<file path="src/rtl/uart_ram_loader.sv">
// UART boot loader: receives a length byte N and N image bytes over 8N1,
// writes them to RAM addresses 0..N-1, then raises cpu_run.
// Ports: clk, rst_n (async, active low), uart_rx (async serial in);
//        ram_wadr/ram_wdata/ram_wen (write bus), cpu_run, load_busy, frame_err.
module uart_ram_loader #(
    parameter int unsigned CLKS_PER_BIT = 434
) (
    input  logic       clk,
    input  logic       rst_n,
    input  logic       uart_rx,
    output logic [7:0] ram_wadr,
    output logic [7:0] ram_wdata,
    output logic       ram_wen,
    output logic       cpu_run,
    output logic       load_busy,
    output logic       frame_err
);

    localparam logic [15:0] FULL = 16'(CLKS_PER_BIT - 1);
    localparam logic [15:0] HALF = 16'(CLKS_PER_BIT / 2 - 1);

    typedef enum logic [1:0] {R_IDLE, R_START, R_DATA, R_STOP} rx_state_e;
    typedef enum logic [1:0] {L_LEN, L_DATA, L_RUN} ld_state_e;

    logic        rx_s1_q, rx_s2_q;
    rx_state_e   rx_state_q, rx_state_d;
    logic [15:0] timer_q, timer_d;
    logic [2:0]  bitcnt_q, bitcnt_d;
    logic [7:0]  shift_q, shift_d;
    logic        rx_valid, rx_ferr;

    ld_state_e   ld_state_q, ld_state_d;
    logic [7:0]  addr_q, addr_d;
    logic [8:0]  rem_q, rem_d;
    logic [7:0]  wadr_q, wadr_d;
    logic [7:0]  wdata_q, wdata_d;
    logic        wen_q, wen_d;
    logic        run_q, run_d;
    logic        busy_q, busy_d;
    logic        ferr_q, ferr_d;

    // Two-flop synchroniser, preset to the idle line level
    always_ff @(posedge clk or negedge rst_n) begin
        if (!rst_n) begin
            rx_s1_q <= 1'b1;
            rx_s2_q <= 1'b1;
        end else begin
            rx_s1_q <= uart_rx;
            rx_s2_q <= rx_s1_q;
        end
    end

    always_ff @(posedge clk or negedge rst_n) begin
        if (!rst_n) begin
            rx_state_q <= R_IDLE;
            timer_q    <= '0;
            bitcnt_q   <= '0;
            shift_q    <= '0;
        end else begin
            rx_state_q <= rx_state_d;
            timer_q    <= timer_d;
            bitcnt_q   <= bitcnt_d;
            shift_q    <= shift_d;
        end
    end

    always_comb begin
        rx_state_d = rx_state_q;
        timer_d    = timer_q;
        bitcnt_d   = bitcnt_q;
        shift_d    = shift_q;
        rx_valid   = 1'b0;
        rx_ferr    = 1'b0;
        case (rx_state_q)
            R_IDLE: begin
                timer_d  = '0;
                bitcnt_d = '0;
                if (!rx_s2_q) rx_state_d = R_START;
            end
            R_START: begin
                if (timer_q == HALF) begin
                    timer_d    = '0;
                    // A line already back high is a glitch, not a start bit
                    rx_state_d = rx_s2_q ? R_IDLE : R_DATA;
                end else begin
                    timer_d = timer_q + 16'd1;
                end
            end
            R_DATA: begin
                if (timer_q == FULL) begin
                    timer_d  = '0;
                    shift_d  = {rx_s2_q, shift_q[7:1]};
                    bitcnt_d = bitcnt_q + 3'd1;
                    if (bitcnt_q == 3'd7) rx_state_d = R_STOP;
                end else begin
                    timer_d = timer_q + 16'd1;
                end
            end
            R_STOP: begin
                if (timer_q == FULL) begin
                    timer_d    = '0;
                    rx_state_d = R_IDLE;
                    rx_valid   = rx_s2_q;
                    rx_ferr    = !rx_s2_q;
                end else begin
                    timer_d = timer_q + 16'd1;
                end
            end
            default: rx_state_d = R_IDLE;
        endcase
    end

    always_ff @(posedge clk or negedge rst_n) begin
        if (!rst_n) begin
            ld_state_q <= L_LEN;
            addr_q     <= '0;
            rem_q      <= '0;
            wadr_q     <= '0;
            wdata_q    <= '0;
            wen_q      <= 1'b0;
            run_q      <= 1'b0;
            busy_q     <= 1'b0;
            ferr_q     <= 1'b0;
        end else begin
            ld_state_q <= ld_state_d;
            addr_q     <= addr_d;
            rem_q      <= rem_d;
            wadr_q     <= wadr_d;
            wdata_q    <= wdata_d;
            wen_q      <= wen_d;
            run_q      <= run_d;
            busy_q     <= busy_d;
            ferr_q     <= ferr_d;
        end
    end

    always_comb begin
        ld_state_d = ld_state_q;
        addr_d     = addr_q;
        rem_d      = rem_q;
        wadr_d     = wadr_q;
        wdata_d    = wdata_q;
        wen_d      = 1'b0;
        run_d      = run_q;
        busy_d     = busy_q;
        ferr_d     = ferr_q;
        if (rx_ferr) begin
            ferr_d     = 1'b1;
            run_d      = 1'b0;
            busy_d     = 1'b0;
            ld_state_d = L_LEN;
        end else if (rx_valid) begin
            case (ld_state_q)
                L_LEN, L_RUN: begin
                    // Length 0 encodes a full 256-byte image
                    rem_d      = (shift_q == 8'd0) ? 9'd256 : {1'b0, shift_q};
                    addr_d     = '0;
                    busy_d     = 1'b1;
                    run_d      = 1'b0;
                    ld_state_d = L_DATA;
                end
                L_DATA: begin
                    wen_d   = 1'b1;
                    wadr_d  = addr_q;
                    wdata_d = shift_q;
                    addr_d  = addr_q + 8'd1;
                    rem_d   = rem_q - 9'd1;
                    if (rem_q == 9'd1) begin
                        ld_state_d = L_RUN;
                        busy_d     = 1'b0;
                        run_d      = 1'b1;
                        ferr_d     = 1'b0;
                    end
                end
                default: ld_state_d = L_LEN;
            endcase
        end
    end

    assign ram_wadr  = wadr_q;
    assign ram_wdata = wdata_q;
    assign ram_wen   = wen_q;
    assign cpu_run   = run_q;
    assign load_busy = busy_q;
    assign frame_err = ferr_q;

endmodule

</file>
<file path="config.mk">
export PLATFORM = sky130hd
export DESIGN_NAME = uart_ram_loader
export DESIGN_NICKNAME = d
export VERILOG_FILES = /design/src/rtl/uart_ram_loader.sv
export SDC_FILE = /design/constraint.sdc
export NUM_CORES = 1
export LEC_CHECK = 0
export CAP_MARGIN = 20
export CORE_MARGIN = 2
export CORE_UTILIZATION = 53
export DETAILED_ROUTE_END_ITERATION = 6
export PLACE_DENSITY = 0.87
export SLEW_MARGIN = 20
export SYNTH_ARGS = -nofsm -noshare
export SYNTH_HDL_FRONTEND = slang
export SYNTH_SLANG_ARGS = --single-unit
export TNS_END_PERCENT = 30
</file>
<file path="constraint.sdc">
create_clock -name clk -period 2.62 [get_ports clk]
set_input_delay 0.524 -clock clk [delete_from_list [all_inputs] [get_ports clk]]
set_output_delay 0.524 -clock clk [all_outputs]
set_load 0.02 [all_outputs]
</file>
==> flow_summary.ini, run 1 <==
[run_status]
status = finished, final reports clean

[critical_path]
path_max_fanout = 8
worstPathCellList = or4_4 > or4_4 > or3b_1 > mux2_2
rrSetupSlack_ns = 0.08
end_kind = register
cp.required_ns = 2.85
cp_slowest_stage_delay_ns = 0.59
crit_arrival_ns = 2.77
crit_slowest_cell = or4_4
crit_top_cell = or4_4
path_class = reg2reg
worstSetupStartpointType = register

[synth]
syn_inst = 323
synth_top_area_cell = dfrtp_1
ys.flop_type = dfrtp_1
avgSynthCellArea_um2 = 10.9
synthArstFlopShare_pct = 100
ys_warn_count = 0
synth_cell_type_count = 52
synth.ff_latch_count = 70
synth_area_leaders = dfrtp_1 49%, mux2_2 6.7%, mux2_4 3.4%
synth_area_mm2 = 0.00350
synth_top_area_share_pct = 48.6
synth_edf_count = 0
synth_nets = 334
ys_seq_area_share_pct = 50.1

[power]
power.switching_uw = 429
pwr-share-seq_pct = 52.3
switching_share_pct = 20.7
clkPwrFrac_pct = 46.4
p_total_uw = 2080
leakage_uw = 0.00176
internal_power_uw = 1650
power_density_mw_per_mm2 = 507
combPwrFrac_pct = 1.3
vdd_ir_drop_max_uv = 441

[sta]
slew_headroom_pct = 52.7
final_max_slew_viol_count = 0
hold_viol = 0
worstMarginPinSlew_ns = 0.710
finalSetupTns_ns = 0
skew_ns = 0.0104
setup_slack_ns = 0.0805
rsz0062_at_grt = false
holdWs_ns = 0.198
finalSetupViolCount = 0
min_period_ns = 2.54
fin_crit_sh_pct = 96.9
timing.fmax_mhz = 394

[cts]
cts_tree = done
clock-sinks = 70
cts_inserted_buffers = 9
cts.clk_slew.worst_paths_ns = 0.07
cts_max_level = 3
clock_tree.root_cell = clkbuf_8
worst_skew_pair.late_latency_ns = 0.35
postCtsSetupBuffers = 0
clockBufferDepth = 2

[routing]
drt-initial-drc-count = 182
drt-pass1-iter-count = 5
viasPerCell = 6.19
routed_wl_um = 7180
vias = 2688
drtAntennaViolNets = 0
wire_per_inst_um = 16.5
remaining_drc_errors = 0

[floorplan]
initial_core_util_pct = 54.9
rows = 29
die_y_um = 85.3
core_area_mm2 = 0.00639
dieArea_mm2 = 0.00728
io_pins = 23
fp.dieW_um = 85.3

[worst_hold_path]
hp-class = in2async

[job]
drv_cap = 0

[layout]
design_area_mm2 = 0.00409
area_delta_synth_final_pct = 16.7
num-nets-final = 363
multiInputGateArea_mm2 = 0.00164
antenna_cells = 0
fillers = 495
regArea_mm2 = 0.00175
drive_gt1_share_pct = 20.2

[grt]
track_usage_pct = 21.2
gr-total-overflow = 0
grt_pass1_vias = 2546
antenna_found_initial = 0
grt_max_degree = 71
grt_first_pass_wirelength_um = 12300

[placement]
placedInstanceArea_mm2 = 0.00386
portBuffers = 22
gp_congestion = 0.905
detailed_place_hpwl_um = 4900
pre_cts_slack_ns = 0.0757
power by group through the flow:
stage | sequential, uW | clock [uW] | combinational (uW)
final | 1090 | 963 | 27.1
after CTS | 1080 | 982 | 28.9
after detailed placement | 1110 | 0 | 28.7
after floorplan | 1100 | 0 | 2.71
after global routing | 1080 | 1030 | 32.4
after global placement | 1110 | 0 | 28.1
Yosys cell counts (3+ instances only):
cell type and instances:
dfrtp_1 68, nor2_1 26, mux2_2 21, o21ai_0 18
a21oi_1 16, clkbuf_1 13, o31ai_1 13, nand4_1 12
nor3_1 11, inv_1 9, nand2_1 9, or4_1 9
ha_1 8, mux2_4 8, xnor2_1 7, and3_1 6
nand3_1 6, nor2b_1 6, nor4_1 6, a22o_1 4
buf_2 4, xor2_1 4, a32oi_1 3
cell families after synthesis:
| kind of cell | count (synthesis) | synth area share [%] |
|---|---|---|
| adders and majority gates | 8 | 2.86 |
| muxes | 29 | 10.2 |
| xor gates and xnor gates | 11 | 2.75 |
| DFF | 70 | 50.1 |
| AOI/OAI and AO/OA | 68 | 12.7 |
| buffers and inverters | 28 | 3.36 |
| and+or+nand+nor | 109 | 18.1 |
cell type report:
cell class                 instances  share of cell area, %
sequential                        70                   42.9
multi-input combinational        225                   40.2
inverter                           9                  0.826
clock buffer                      10                   3.36
tap                               77                   2.36
clock inverter                     6                   2.08
timing repair buffer              37                   8.32
per-stage QoR:
stage | utilization [%] | instances
2_1_floorplan | - | 323
6_report | 64.0 | 434
5_1_grt | 64.0 | 434
4_1_cts | 64.0 | 434
3_3_place_gp | 60.5 | 418
3_5_place_dp | 60.5 | 418
state kept, by name, indices dropped and copies added (netlist names), named ones only:
| signal | flops |
|---|---|
| rx_s2_q | 1 |
| timer_q | 16 |
| ram_wen | 1 |
| ram_wdata | 8 |
| frame_err | 1 |
| rx_s1_q | 1 |
| load_busy | 1 |
| bitcnt_q | 3 |
| shift_q | 8 |
| rx_state_q | 1 |
| cpu_run | 1 |
| ld_state_q | 2 |
| ram_wadr | 8 |
| addr_q | 8 |
| rem_q | 9 |
per-layer routing:
metal  share of wire [%]  up-vias  GRT usage (%)
li1                    -     1263              -
met2                  49       68           33.2
met4                 1.1        0           5.48
met3                 5.1        9           6.13
met5                   0        -              0
met1                  45     1348           29.0
placed cells by master, fill, tap and decap left out, types with 8 or more instances in the layout:
cell type / n
o21ai_0: 17
mux2_2: 21
clkbuf_8: 10
dfrtp_1: 68
a21oi_1: 16
nand2_1: 9
nor2_1: 26
nand4_1: 12
o31ai_1: 13
inv_1: 9
clkdlybuf4s50_1: 21
nor3_1: 11
buf_4: 14
mux2_4: 8
ha_1: 8
final timing paths:
kind | startpoint | cells after the start | to
max | timer_q[13] | 4 | shift_q[5]
min | rst_n | 2 | rem_q[3]
max reg2reg | timer_q[13] | 4 | shift_q[5]
min reg2reg | rx_s1_q | 0 | rx_s2_q
max in group asynchronous | rst_n | 2 | rx_s2_q
min in group clk | rx_s1_q | 0 | rx_s2_q
critical path: cells and delay by family (launching register included):
kind	cells	cell delay, ns
DFF	1	0.41
muxes	1	0.34
and+or+nand+nor	3	1.68
what timing repair did:
item | CTS | global route
resized for setup | 0 | 2
setup endpoints to repair | 0 | 3
hold endpoints to repair | 0 | 0
hold buffers | 0 | 0
No activity file was read; power rests on OpenSTA's default activity.
==> run 2: changes to the inputs <==
GPL_TIMING_DRIVEN = 0   (was unset)
SLEW_MARGIN = unset   (was 20)
==> run 2 against run 1 <==
Against the previous run: critical path type unchanged; final cell count is 2.3% higher; largest cell class unchanged; sequential power hardly changed; maximum frequency fell by 1.4%; critical path depth grew 2.
==> flow_summary.ini, run 2 (synthesis gave the netlist of run 1 again) <==
[run_status]
status = finished, final reports clean

[cts]
cts.clk_slew.worst_paths_ns = 0.08
cts_max_level = 3
clockBufferDepth = 2
cts_hold_buf = 0
cts_inserted_buffers = 9
cts_tree = done
clock_tree.root_cell = clkbuf_8
clock-sinks = 70
worst_skew_pair.late_latency_ns = 0.34

[critical_path]
path_max_fanout = 10
critPathBufInv = 2
path_class = reg2reg
worstSetupStartpointType = register
cp.required_ns = 2.85
cp_slowest_stage_delay_ns = 0.58
end_kind = register
worstPathCellList = or4_4 > or4_4 > buf_6 > or2_2 > clkbuf_4 > a22o_1
crit_slowest_cell = or4_4
crit_top_cell = or4_4
cp_top_family = simple AND/OR/NAND/NOR gates
crit_arrival_ns = 2.81

[floorplan]
io_pins = 23
fp.dieW_um = 85.3
die_y_um = 85.3
core_area_mm2 = 0.00639
initial_core_util_pct = 54.9
dieArea_mm2 = 0.00728
rows = 29

[layout]
design_area_mm2 = 0.00415
num-nets-final = 373
layout_common_cells = 67 x dfrtp_1, 26 x nor2_1, 21 x mux2_2, 21 x clkdlybuf4s50_1, 17 x o21ai_0
area_delta_synth_final_pct = 18.5
antenna_cells = 0
fillers = 484
final_common_cell = dfrtp_1
largest_register = timer_q
largestRegisters = timer_q x16, rem_q x9
largest_reg_flops = 16
drive_gt1_share_pct = 20.4

[power]
clkPwrFrac_pct = 47.2
combPwrFrac_pct = 1.2
p_total_uw = 2100
internal_power_uw = 1670
pwr-share-seq_pct = 51.6
leakage_uw = 0.00178
power.switching_uw = 427
vdd_ir_drop_max_uv = 479
power_density_mw_per_mm2 = 506
switching_share_pct = 20.3

[placement]
pre_cts_slack_ns = -0.307
detailed_place_hpwl_um = 4950
portBuffers = 22
placedInstanceArea_mm2 = 0.00383
gp_congestion = 0.883

[routing]
vias = 2758
drt-initial-drc-count = 278
drtAntennaViolNets = 0
wire_per_inst_um = 17.2
routed_wl_um = 7640
viasPerCell = 6.21
drt-pass1-iter-count = 5
remaining_drc_errors = 0

[grt]
antenna_found_initial = 0
grt_max_degree = 71
grt_first_pass_wirelength_um = 13000
grt_busiest_layer = met2
grt_pass1_vias = 2691
grtUsageMet3_pct = 6.81
track_usage_pct = 22.4
grtUsageMet1_pct = 29.4
grt_use_met2_pct = 36.6
gr-total-overflow = 0

[sta]
slew_headroom_pct = 40.3
hold_viol = 0
setup_slack_ns = 0.0452
worstMarginPinSlew_ns = 0.889
finalSetupTns_ns = 0
timing.fmax_mhz = 388
final_max_slew_viol_count = 0
skew_ns = 0.00791
rsz0062_at_grt = true
holdWs_ns = 0.271
finalSetupViolCount = 0
fin_crit_sh_pct = 98.3
min_period_ns = 2.57

[job]
drv_cap = 0

[worst_hold_path]
hp-class = in2async
## run 2: path summary, 6_finish.rpt
check | start | endpoint | slack (ns) | depth (start not counted)
max in group asynchronous | rst_n | timer_q[9] | 1.71 | 1
hold reg to reg | rx_s1_q | rx_s2_q | 0.36 | 0
hold / removal | rst_n | rem_q[3] | 0.27 | 1
setup reg to reg | timer_q[12] | addr_q[1] | 0.05 | 6
setup / recovery | timer_q[12] | addr_q[1] | 0.05 | 6
min in group clk | rx_s1_q | rx_s2_q | 0.36 | 0
## run 2: cell type report
type | instances | area, um2 | share of cell area, %
well taps | 77 | 96.3 | 2.32
clock inverters | 5 | 81.3 | 1.96
inverters | 9 | 33.8 | 0.813
multi-input cells | 225 | 1670 | 40.2
plain buffers | 18 | 96.3 | 2.32
repair buffers | 29 | 270 | 6.51
flip-flops and latches | 70 | 1760 | 42.3
clock buffers | 11 | 151 | 3.64
## run 2: metal layers
| layer | part of all wire [%] | up-vias |
|---|---|---|
| li1 | - | 1286 |
| met1 | 42 | 1349 |
| met2 | 51 | 113 |
| met3 | 7.0 | 10 |
| met4 | 0.85 | 0 |
| met5 | 0 | - |
## run 2: stage by stage
step / utilization, % / cells
4_1_cts: 64.5 / 441
6_report: 65.0 / 444
5_1_grt: 65.0 / 444
3_3_place_gp: 60.0 / 422
2_1_floorplan: - / 323
3_5_place_dp: 59.9 / 422
## run 2: power by group through the flow
stage                     sequential, uW  combinational [uW]  clock (uW)
after detailed placement            1100                27.4           0
after global routing                1080                31.4        1050
final                               1080                26.1         992
after CTS                           1080                27.8        1010
after floorplan                     1100                2.71           0
after global placement              1100                27.4           0
## run 2: what timing repair did
action                                  4_1_cts  5_1_grt
gates resized for setup                      10        5
endpoints found under the setup margin       49       43
buffers inserted                              3        4
pin swaps                                     1        2
